<file path="src/rtl/lc4_arith_pkg.sv">
// Shared LC4 arithmetic definitions: ALU_CTL opcodes, datapath width and the
// sequencer states of the iterative multiply/divide unit.
package lc4_arith_pkg;

  localparam int unsigned WIDTH = 16;

  localparam logic [15:0] OP_MUL = 16'd1;
  localparam logic [15:0] OP_DIV = 16'd3;
  localparam logic [15:0] OP_MOD = 16'd4;

  typedef enum logic [1:0] {
    IDLE = 2'd0,
    RUN  = 2'd1,
    DONE = 2'd2
  } state_t;

  // Illegal opcodes and division by zero bypass the iteration entirely.
  function automatic logic op_skips_run(input logic [15:0] op, input logic [15:0] b);
    logic is_div;
    is_div = (op == OP_DIV) || (op == OP_MOD);
    return !((op == OP_MUL) || (is_div && (b != '0)));
  endfunction

endpackage

</file>
<file path="src/rtl/lc4_muldiv_step.sv">
// One combinational iteration of the shared multiply (shift-add) and
// restoring-divide (MSB first) datapath.
module lc4_muldiv_step
  import lc4_arith_pkg::*;
#(
  parameter  int unsigned WIDTH = lc4_arith_pkg::WIDTH,
  localparam int unsigned CW    = $clog2(WIDTH)
) (
  input  logic [15:0]      op,
  input  logic [CW-1:0]    count,
  input  logic [WIDTH-1:0] a,
  input  logic [WIDTH-1:0] b,
  input  logic [WIDTH:0]   acc,
  input  logic [WIDTH-1:0] quo,
  output logic [WIDTH:0]   acc_next,
  output logic [WIDTH-1:0] quo_next
);

  logic [WIDTH-1:0] addend;
  logic [CW-1:0]    msb_idx;
  logic [WIDTH+1:0] rem_sh;
  logic [WIDTH+1:0] divisor;

  always_comb begin
    acc_next = acc;
    quo_next = quo;
    addend   = a << count;
    msb_idx  = CW'(WIDTH - 1) - count;
    rem_sh   = {acc, a[msb_idx]};
    divisor  = {2'b00, b};

    if (op == OP_MUL) begin
      if (b[count]) begin
        acc_next = {1'b0, acc[WIDTH-1:0] + addend};
      end
    end else begin
      // Quotient bits enter at the LSB; after the last step bit 15-count sits in place.
      if (rem_sh >= divisor) begin
        acc_next = (WIDTH + 1)'(rem_sh - divisor);
        quo_next = {quo[WIDTH-2:0], 1'b1};
      end else begin
        acc_next = (WIDTH + 1)'(rem_sh);
        quo_next = {quo[WIDTH-2:0], 1'b0};
      end
    end
  end

endmodule

</file>
<file path="src/rtl/lc4_muldiv_seq.sv">
// Iterative LC4 multiply/divide unit: valid/ready request, 16 one-bit
// iterations, valid/ready response holding the registered result.
module lc4_muldiv_seq
  import lc4_arith_pkg::*;
#(
  parameter int unsigned WIDTH = lc4_arith_pkg::WIDTH
) (
  input  logic             clk,
  input  logic             rst_n,
  input  logic             i_req_valid,
  output logic             o_req_ready,
  input  logic [15:0]      i_op,
  input  logic [WIDTH-1:0] i_a,
  input  logic [WIDTH-1:0] i_b,
  output logic             o_rsp_valid,
  input  logic             i_rsp_ready,
  output logic [WIDTH-1:0] o_result,
  output logic             o_busy
);

  localparam int unsigned CW = $clog2(WIDTH);

  state_t           state_q, state_d;
  logic [CW-1:0]    cnt_q;
  logic [15:0]      op_q;
  logic [WIDTH-1:0] a_q, b_q;
  logic [WIDTH:0]   acc_q, acc_next;
  logic [WIDTH-1:0] quo_q, quo_next;
  logic [WIDTH-1:0] result_q;
  logic             accept, last_iter;

  assign accept    = i_req_valid && (state_q == IDLE);
  assign last_iter = (cnt_q == CW'(WIDTH - 1));

  lc4_muldiv_step #(.WIDTH(WIDTH)) u_step (
    .op       (op_q),
    .count    (cnt_q),
    .a        (a_q),
    .b        (b_q),
    .acc      (acc_q),
    .quo      (quo_q),
    .acc_next (acc_next),
    .quo_next (quo_next)
  );

  always_ff @(posedge clk or negedge rst_n) begin
    if (!rst_n) begin
      state_q <= IDLE;
    end else begin
      state_q <= state_d;
    end
  end

  always_comb begin
    state_d = state_q;
    unique case (state_q)
      IDLE: if (accept) state_d = op_skips_run(i_op, 16'(i_b)) ? DONE : RUN;
      RUN:  if (last_iter) state_d = DONE;
      DONE: if (i_rsp_ready) state_d = IDLE;
      default: state_d = IDLE;
    endcase
  end

  always_comb begin
    o_req_ready = (state_q == IDLE);
    o_rsp_valid = (state_q == DONE);
    o_busy      = (state_q == RUN);
  end

  always_ff @(posedge clk or negedge rst_n) begin
    if (!rst_n) begin
      cnt_q    <= '0;
      op_q     <= '0;
      a_q      <= '0;
      b_q      <= '0;
      acc_q    <= '0;
      quo_q    <= '0;
      result_q <= '0;
    end else begin
      unique case (state_q)
        IDLE: begin
          if (accept) begin
            op_q  <= i_op;
            a_q   <= i_a;
            b_q   <= i_b;
            cnt_q <= '0;
            acc_q <= '0;
            quo_q <= '0;
            if (op_skips_run(i_op, 16'(i_b))) result_q <= '0;
          end
        end
        RUN: begin
          acc_q <= acc_next;
          quo_q <= quo_next;
          cnt_q <= cnt_q + CW'(1);
          if (last_iter) begin
            if (op_q == OP_MUL)      result_q <= acc_next[WIDTH-1:0];
            else if (op_q == OP_DIV) result_q <= quo_next;
            else                     result_q <= acc_next[WIDTH-1:0];
          end
        end
        default: ;
      endcase
    end
  end

  assign o_result = result_q;

endmodule

</file>
<file path="config.mk">
export PLATFORM = sky130hd
export DESIGN_NAME = lc4_muldiv_seq
export DESIGN_NICKNAME = d
export VERILOG_FILES = /design/src/rtl/lc4_arith_pkg.sv /design/src/rtl/lc4_muldiv_step.sv /design/src/rtl/lc4_muldiv_seq.sv
export SDC_FILE = /design/constraint.sdc
export NUM_CORES = 1
export LEC_CHECK = 0
export CAP_MARGIN = 10
export CORE_MARGIN = 2
export CORE_UTILIZATION = 55
export CTS_BUF_LIST = sky130_fd_sc_hd__clkbuf_2
export DETAILED_ROUTE_END_ITERATION = 7
export PLACE_DENSITY = 0.77
export RECOVER_POWER = 25
export SLEW_MARGIN = 20
export SYNTH_ARGS = -nofsm -noshare
export SYNTH_HDL_FRONTEND = slang
export SYNTH_HIERARCHICAL = 1
export SYNTH_SLANG_ARGS = --single-unit
</file>
<file path="constraint.sdc">
create_clock -name clk -period 4.3 [get_ports clk]
set_input_delay 0.645 -clock clk [delete_from_list [all_inputs] [get_ports clk]]
set_output_delay 0.645 -clock clk [all_outputs]
set_load 0.005 [all_outputs]
</file>
Word level (Yosys, flattened, before mapping)
Index checks and enable logic that the tools add are counted.

Logic and storage cells: 68. Memories: 0. Register bits: 103. Memory bits (read-only): 0. Latch bits: 0. Bits of input ports: 52. Bits in writable memories: 0.

Reductions and logical operators: 12. Shifts and indexed selects: 1. $lt $le $gt $ge: 3. Add/sub/neg operators: 4. Bitwise logic cells: 0. Divide/modulo/power cells: 0. Eq/ne operators: 13. Multiplexer cells: 26. Multipliers: 0.

Operators by type and width (number): $mux 16 (7); $mux 17 (4); $pmux 16 s2 (2); $pmux 17 s2 (1); $eq 16x1->1 const B (2); $eq 16x2->1 const B (2); $ge 18x16->1 (1); $sub 17x16->17 (1); $add 16x16->16 (1); $eq 16x3->1 const B (1); $reduce_bool 16->1 (1); $shl 16x4->16 (1); $lt 4x5->1 const B (2); $bmux 1 s4 (2); $mux 2 (4); $pmux 4 s2 (1); $ne 2x1->1 const B (3); $pmux 2 s3 (1); $reduce_and 3->1 (2); $add 4x1->4 const B (1); $eq 4x4->1 const B (1); $mux 4 (1); $reduce_and 2->1 (2); $reduce_and 4->1 (1); 10 further kinds (14).

Longest topological paths before layout
Word-level depth: 10. Mapped depth: 21.

Cells and area by module
Netlist, hierarchy kept.

Modules (own cells, without submodules): lc4_muldiv_seq (times used 1, area an instance 4386.7 µm², sequential area each 2577.5 µm², cells an instance 366); lc4_muldiv_step (times used 1, area an instance 3007.9 µm², sequential area each 0.0 µm², cells an instance 378).

Least setup slack after synthesis
OpenSTA, ideal clock, no wires.

Path kind: register to register. Start: register cnt_q[0]. End: register result_q[14] (netlist: o_result[14]). Setup slack: 0.321 ns. Stages on the path, launching flop included: 21. Arrival time: 3.854 ns. Setup time: 0.125 ns. Cells stage by stage: dfrtp_1 > buf_6 > mux4_2 > mux2i_1 > nand2_1 > o21ai_2 > ha_1 > fa_1 > nor2b_4 > o21bai_4 > a311oi_2 > o31ai_1 > a31oi_1 > nor4_2 > buf_6 > buf_12 > mux2i_1 > mux2i_1 > mux2i_1 > nor2_1 > mux2_4.

Cells in the longest elaborated chain, start to end: 10. Elaborated cells on any way between the ends: 19. Those cells by class: add/sub: 3; order compare: 1; eq/ne: 2; shift: 1; mux: 11; reduce/logical: 1.

RTL lines: start: declaration (line lc4_muldiv_seq.sv:24) `logic [CW-1:0] cnt_q;`; start signal: assignment (line lc4_muldiv_seq.sv:95) `cnt_q <= cnt_q + CW'(1);`; $sub 4x4->4 (line lc4_muldiv_step.sv:28) `msb_idx = CW'(WIDTH - 1) - count;`; $bmux 1 s4 (line lc4_muldiv_step.sv:29) `rem_sh = {acc, a[msb_idx]};`; $mux 1 (not written as such) (line lc4_muldiv_step.sv:29); $sub 17x16->17 / $ge 18x16->1 (equally long branches) (line lc4_muldiv_step.sv:39, lc4_muldiv_step.sv:38); $mux 17 (line lc4_muldiv_step.sv:38) `if (rem_sh >= divisor) begin`; $mux 17 * (line lc4_muldiv_step.sv:32) `if (op == OP_MUL) begin`; named net acc_next[14] (line lc4_muldiv_seq.sv:27) `logic [WIDTH:0] acc_q, acc_next;`; $mux 16 (line lc4_muldiv_seq.sv:98) `else if (op_q == OP_DIV) result_q <= quo_next;`; $mux 16 * (line lc4_muldiv_seq.sv:97) `if (op_q == OP_MUL) result_q <= acc_next[WIDTH-1:0];`; $mux 16 * (line lc4_muldiv_seq.sv:96) `if (last_iter) begin`; $pmux 16 s2 * (line lc4_muldiv_seq.sv:80) `unique case (state_q)`; end signal: assignment (line lc4_muldiv_seq.sv:97); end signal: assignment (line lc4_muldiv_seq.sv:98); end signal: assignment (line lc4_muldiv_seq.sv:99) `else result_q <= acc_next[WIDTH-1:0];`; end: declaration (line lc4_muldiv_seq.sv:29) `logic [WIDTH-1:0] result_q;`.

Mark *: on every way through the listed nets, which the timed path passes. The rest lies on a longest branch. The select of a mux whose other input is x is not followed. A chain may end at the register's enable or synchronous reset.

Worst setup path in the final report
Start: register cnt_q[0]. End: register result_q[0] (netlist: o_result[0]).

Same word-level chain as after synthesis.

==> impl_metrics.py <==
metrics = {
    "yosys": {
        "synth.area.mux_share_pct": 23.82,
        "synth-seq-cells": 103,
        "synth_top_area_share_pct": 34.86,
        "post-synth-top-area-cell": "dfrtp_1",
        "synth_area_per_cell_sq_um": 9.939,
        "synth_cell_types": 65,
        "synth_cells": 744,
        "synth_compound_area_share_pct": 13.65,
        "yosysWarnings": 6,
        "ys_async_sr_fraction_pct": 100.0,
        "synth_area_sq_um": 7395,
        "synth_top_family_by_area": "multiplexers",
        "synth_nets": 830,
        "synthTopCellsByArea": "dfrtp_1 (35%), mux2_2 (11%), mux2i_1 (6.0%)",
        "ys_top_cells_by_count": "dfrtp_1 (103), nand2_1 (90), mux2_2 (73)",
        "post-synth-top-count-cell": "dfrtp_1",
        "synth_xor_xnor_area_share_pct": 2.843,
        "synth-simple-area-share_pct": 14.13,
        "synthAdderAreaFrac_pct": 5.956,
        "synth-main-ff-cell": "dfrtp_1",
        "synth_edf_count": 0,
        "synth-seq-area-share_pct": 34.86,
    },
    "clock_network": {
        "cts_buffers": 9,
        "clk_pin_slew_worst_paths_ns": 0.29,
        "cts.path.max_buffers": 2,
        "root_buffer": "clkbuf_2",
        "cts.htree.levels": 3,
        "insertion_delay_ns": 0.66,
        "tritoncts": "done",
        "cts.sinks": 103,
        "ctsHoldBuffers": 0,
    },
    "route": {
        "drc": 0,
        "first_pass_iters": 5,
        "antenna_left": 0,
        "finalWirelength_mm": 18.76,
        "post_drt_via_cell_ratio": 6.095,
        "dr_total_vias": 6077,
        "wire_per_inst_um": 18.81,
        "first_iter_violations": 495,
    },
    "final_layout": {
        "nFillCells": 1064,
        "area_delta_synth_final_pct": 15.58,
        "diodes": 0,
        "final_net_count": 902,
        "final_core_util_pct": 64.80,
        "design_area_sq_um": 8547,
        "multi_input_area_sq_um": 4561,
        "ff_latch_area_sq_um": 2580,
        "drive_gt1_share_pct": 21.80,
    },
    "floorplan": {
        "io_pins": 71,
        "die_y_um": 120.0,
        "coreArea_sq_um": 13190,
        "die_x_um": 120.0,
        "num_rows": 42,
        "start_util_pct": 56.06,
        "die_area_sq_um": 14390,
    },
    "timing": {
        "rsz0062_at_grt": "yes",
        "slew-limit-headroom_pct": -155.4,
        "tightest_slew_ns": 3.831,
        "setup_violations": 0,
        "max_freq_mhz": 237.2,
        "hold_ws_ns": 0.5072,
        "finClkSkew_ns": 0.03610,
        "report.final.slew_viol_count": 72,
        "fin_crit_ns": 4.216,
        "finalCritPeriodShare_pct": 98.04,
        "timing.final.ws_setup_ns": 0.08448,
        "hold_viol": 0,
    },
    "worst_setup_path": {
        "crit_required_ns": 4.90,
        "cp-end-kind": "flip-flop",
        "crit_path_start_kind": "flip-flop",
        "path_max_fanout": 6,
        "critical_path_class": "reg -> reg",
        "worstPathArrival_ns": 4.82,
    },
    "global_route": {
        "first_global_vias": 6061,
        "overflow": 0,
        "grt.total_usage_pct": 26.93,
        "grt_max_degree": 72,
        "grt_pass1_wl_mm": 30.64,
        "antenna_found_initial": 0,
    },
    "power_and_ir_drop": {
        "p_leak_nw": 3.862,
        "power_switching_w": 0.0008666,
        "combinationalPowerShare_pct": 31.6,
        "powerDensity_nw_per_um2": 289.1,
        "switching_share_pct": 35.07,
        "internal-power_w": 0.001605,
        "irDropWorstVdd_v": 0.0002346,
        "pwr-share-seq_pct": 47.8,
        "power_frac_clock_pct": 20.6,
    },
    "place": {
        "io_buffer_count": 70,
        "pre_cts_ws_ns": -0.03312,
        "gp_congestion": 0.9856,
        "place_area_sq_um": 8243,
        "hpwl_mm": 13.63,
    },
    "run_status": {
        "violations": "max-capacitance violations, max-slew violations",
        "status": "finished with violations",
    },
    "flow_run": {
        "cap_viol_max_count": 1,
    },
    "min_path": {
        "hold_path.class": "in -> reg",
    },
}
==> state kept, by name, summed over array words and instances, names as in the netlist <==
signal and cells:
b_q 16, state_q 2, acc_q 17, o_result 16, a_q 16, quo_q 16
op_q 16, cnt_q 4
==> power by group through the flow <==
| stage | combinational [W] | clock [W] | sequential, W |
|---|---|---|---|
| finish | 0.000780 | 0.000510 | 0.00118 |
| global route | 0.000848 | 0.000556 | 0.00120 |
| CTS | 0.000747 | 0.000524 | 0.00118 |
| detailed placement | 0.000739 | 0 | 0.00120 |
| global placement | 0.000726 | 0 | 0.00119 |
| floorplan | 0.000554 | 0 | 0.00115 |
==> cells in the final DEF (no fill, tap or decap), types with 8 or more instances in the layout <==
cell type,synthesis,routed
xor2_1,9,9
nand3_1,8,8
xnor2_1,15,15
ha_1,32,31
nand2b_1,10,10
o21ai_0,50,48
nor2_1,43,43
inv_1,25,25
a21oi_1,42,39
a211oi_1,8,8
nor2b_1,16,16
dfrtp_1,103,101
nor3_1,8,8
nor4_1,12,12
buf_4,1,31
clkbuf_2,0,9
nand2_1,90,90
a211oi_2,8,8
mux2_2,73,73
clkdlybuf4s50_1,0,69
a21o_1,8,8
mux2i_1,44,41
mux2_4,10,10
mux4_2,12,12
==> metal layers <==
layer | vias to the layer above | wire [um] | GRT usage, %
met1 | 2983 | 8167 | 36.22
li1 | 2849 | - | -
met3 | 35 | 1041 | 3.897
met2 | 210 | 9048 | 44.32
met5 | - | 0 | 0
met4 | 0 | 500 | 9.926
==> repair_timing <==
| action | 4_1_cts | 5_1_grt |
|---|---|---|
| buffers inserted | 2 | 8 |
| gates resized for setup | 1 | 23 |
| pin swaps | 0 | 12 |
| cloned | 0 | 1 |
| endpoints found under the setup margin | 12 | 21 |
==> path summary, 6_finish.rpt <==
path | from | depth (start not counted) | slack, ns | endpoint
setup reg to reg | cnt_q[0]$_DFFE_PN0P_ | 19 | 0.08 | o_result[0]$_DFFE_PN0P_
hold reg to reg | o_result[3]$_DFFE_PN0P_ | 1 | 0.56 | o_result[3]$_DFFE_PN0P_
setup / recovery | cnt_q[0]$_DFFE_PN0P_ | 19 | 0.08 | o_result[0]$_DFFE_PN0P_
min in group asynchronous | rst_n | 1 | 1.24 | op_q[5]$_DFFE_PN0P_
hold / removal | i_rsp_ready | 2 | 0.51 | state_q[1]$_DFFE_PN0P_
max in group asynchronous | rst_n | 1 | 0.92 | o_result[8]$_DFFE_PN0P_
==> metrics by stage <==
step / instances / TNS [ns] / total power (W)
floorplan: 744 / 0 / 0.001705
global placement: 970 / 0 / 0.001914
detailed placement: 970 / -0.1120 / 0.001937
CTS: 988 / 0 / 0.002450
global route: 997 / -0.8387 / 0.002602
finish: 997 / 0 / 0.002471
==> kinds of logic after synthesis <==
| kind of cell | Yosys count |
|---|---|
| and+or+nand+nor | 216 |
| AOI/OAI and AO/OA | 156 |
| muxes | 142 |
| DFF | 103 |
| buffers and inverters | 69 |
| adders and majority gates | 34 |
| xor gates and xnor gates | 24 |
==> final cells by class <==
| class | count | area share, % |
|---|---|---|
| multi-input combinational | 572 | 53.36 |
| inverter | 27 | 1.186 |
| clock inverter | 7 | 1.054 |
| sequential | 103 | 30.19 |
| clock buffer | 9 | 0.5270 |
| tap | 176 | 2.576 |
| timing repair buffer | 103 | 11.11 |
==> worst max-delay path: stages (launching register included) <==
cell,delay (ns)
dfrtp_2,0.51
buf_4,0.15
mux4_2,0.49
nand2_1,0.08
nand2_1,0.07
o21ai_2,0.20
ha_2,0.24
fa_2,0.24
nor2b_4,0.05
o21bai_4,0.14
a311oi_4,0.12
o31ai_2,0.22
a31oi_2,0.14
nor4_4,0.39
buf_4,0.21
mux2_4,0.31
mux2i_4,0.19
mux2i_1,0.13
nor2_1,0.13
mux2_2,0.15
Power figures use the tool's default switching activity.
==> RTL edit, RTL diff (same settings) <==
The package constant `WIDTH` goes from 16 to 32.
--- a/src/rtl/lc4_arith_pkg.sv
+++ b/src/rtl/lc4_arith_pkg.sv
@@ -3,5 +3,5 @@
 package lc4_arith_pkg;
 
-  localparam int unsigned WIDTH = 16;
+  localparam int unsigned WIDTH = 32;
 
   localparam logic [15:0] OP_MUL = 16'd1;
Interface: changed (resized i_a, i_b and o_result); port bits go from 71 to 119. The function was not compared with the original's and may differ.
==> RTL edit against the unedited design <==
  * The run ends with max-capacitance violations, max-slew violations, negative setup slack left
  * Fmax is 17% lower
  * Via count increased by 130%
  * Wire length grew 150%
  * Sequential cell count increased by 81
  * Synthesized area increased by 93%
  * Worst setup slack worse by 0.85 ns
  * Power rose by 110%
  * Cell area rose by 120%
  * Clock power grew 98%
  * Largest cell class unchanged
  * Largest power group is now combinational logic
  * Highest routed layer unchanged
==> RTL edit: results (changes against the unedited design) <==
CP arrival 5.83 ns (+1.01 ns); fin nets 2096 (+130%); first-pass GRT wire length 72600 um (+140%); Post-CTS Resized 169 (+168); routed len/inst 20.3 um (+8.0%); M1 GR Usage 45.3% (+9.0 points); Cell variety after synth 78 (+20%); final instance area 18500 um^2 (+120%); Slew Viols, Final 88 (+22%); GP Congestion 0.998 (+1.2%); initial antenna violation count 2 (+2); RR Endpoint o_result[2]; R2R cell count 24 (+5); fin worst setup slack -0.762 ns (-0.847 ns); DR pass1 iterations 8 (+3); vias per cell 6.15 (+0.87%); hold_ws 0.308 ns (-0.199 ns); Post-DP Area 17200 um^2 (+110%); FILL cells 1905 (+79%); GR met2 Demand/Resource 56.5% (+12 points); Leak 0.00854 uW (+120%); Max Cap Violations 1 (unchanged); final setup fails 66 (+66); Worst-Skew Late Latency 0.84 ns (+0.18 ns); H-Tree Depth 4 (+1); Worst slew margin -43.8% (+110 points); Non-clk invs 54 (+100%); postcts setup bufs 22 (+20); syn nets 1812 (+120%); Synth Instances 1661 (+120%); skew final 0.0533 ns (+0.0172 ns); Clk. pwr 1010 uW (+98%); sequential cell area share 24.9% (-5.2 points); clk slew on worst S/H paths 0.34 ns (+0.05 ns); M1 WL 19400 um (+140%); fraction of area in multi-input gates 52.3% (-1.0 points); Gate power share 40.6% (+9.0 points); Sum Neg Setup Slack -33.78 ns (-33.78 ns); Post-synth top cells 372 x nand2_1, 184 x dfrtp_1, 124 x nor2_1, 114 x o21ai_0, 108 x mux2_2; #MultiIn Comb 1320 (+130%); max reg flops 33 (+16); Crit Path Max Fanout 7 (+1); TritonCTS Sinks 184 (+79%); status finished with violations; failing checks max-capacitance violations, max-slew violations, negative setup slack; placed insts 2229 (+130%); wire length on met2 21800 um (+140%); Met3 Wirelength 3470 um (+230%); largest net degree at the start of global routing 98 (+36%); gr usage total 34.4% (+7.5 points); clk tree area frac 1.42% (-0.16 points)
==> RTL edit: critical path, stage by stage, from the launching register on <==
cell and delay [ns]:
dfrtp_2 0.54, buf_6 0.13, mux4_2 0.51, mux2i_2 0.21
nand2_1 0.12, o21ai_2 0.08, mux2_4 0.22, ha_4 0.14
inv_2 0.04, fa_2 0.38, a21o_1 0.18, a311o_1 0.30
a21oi_4 0.17, a31oi_4 0.12, a311oi_4 0.31, o21a_4 0.18
buf_6 0.10, o31ai_4 0.12, buf_6 0.19, buf_12 0.15
o211ai_1 0.19, o21ai_1 0.13, mux2i_1 0.17, nor2_1 0.06
mux2_4 0.28
==> RTL edit: cell families after synthesis <==
| kind of cell | synth area share [%] |
|---|---|
| compound gates | 16.8 |
| xor+xnor | 3.57 |
| fa+ha+maj | 5.99 |
| buf+inv | 4.77 |
| flops | 32.3 |
| mux | 18.6 |
| simple gates | 17.9 |
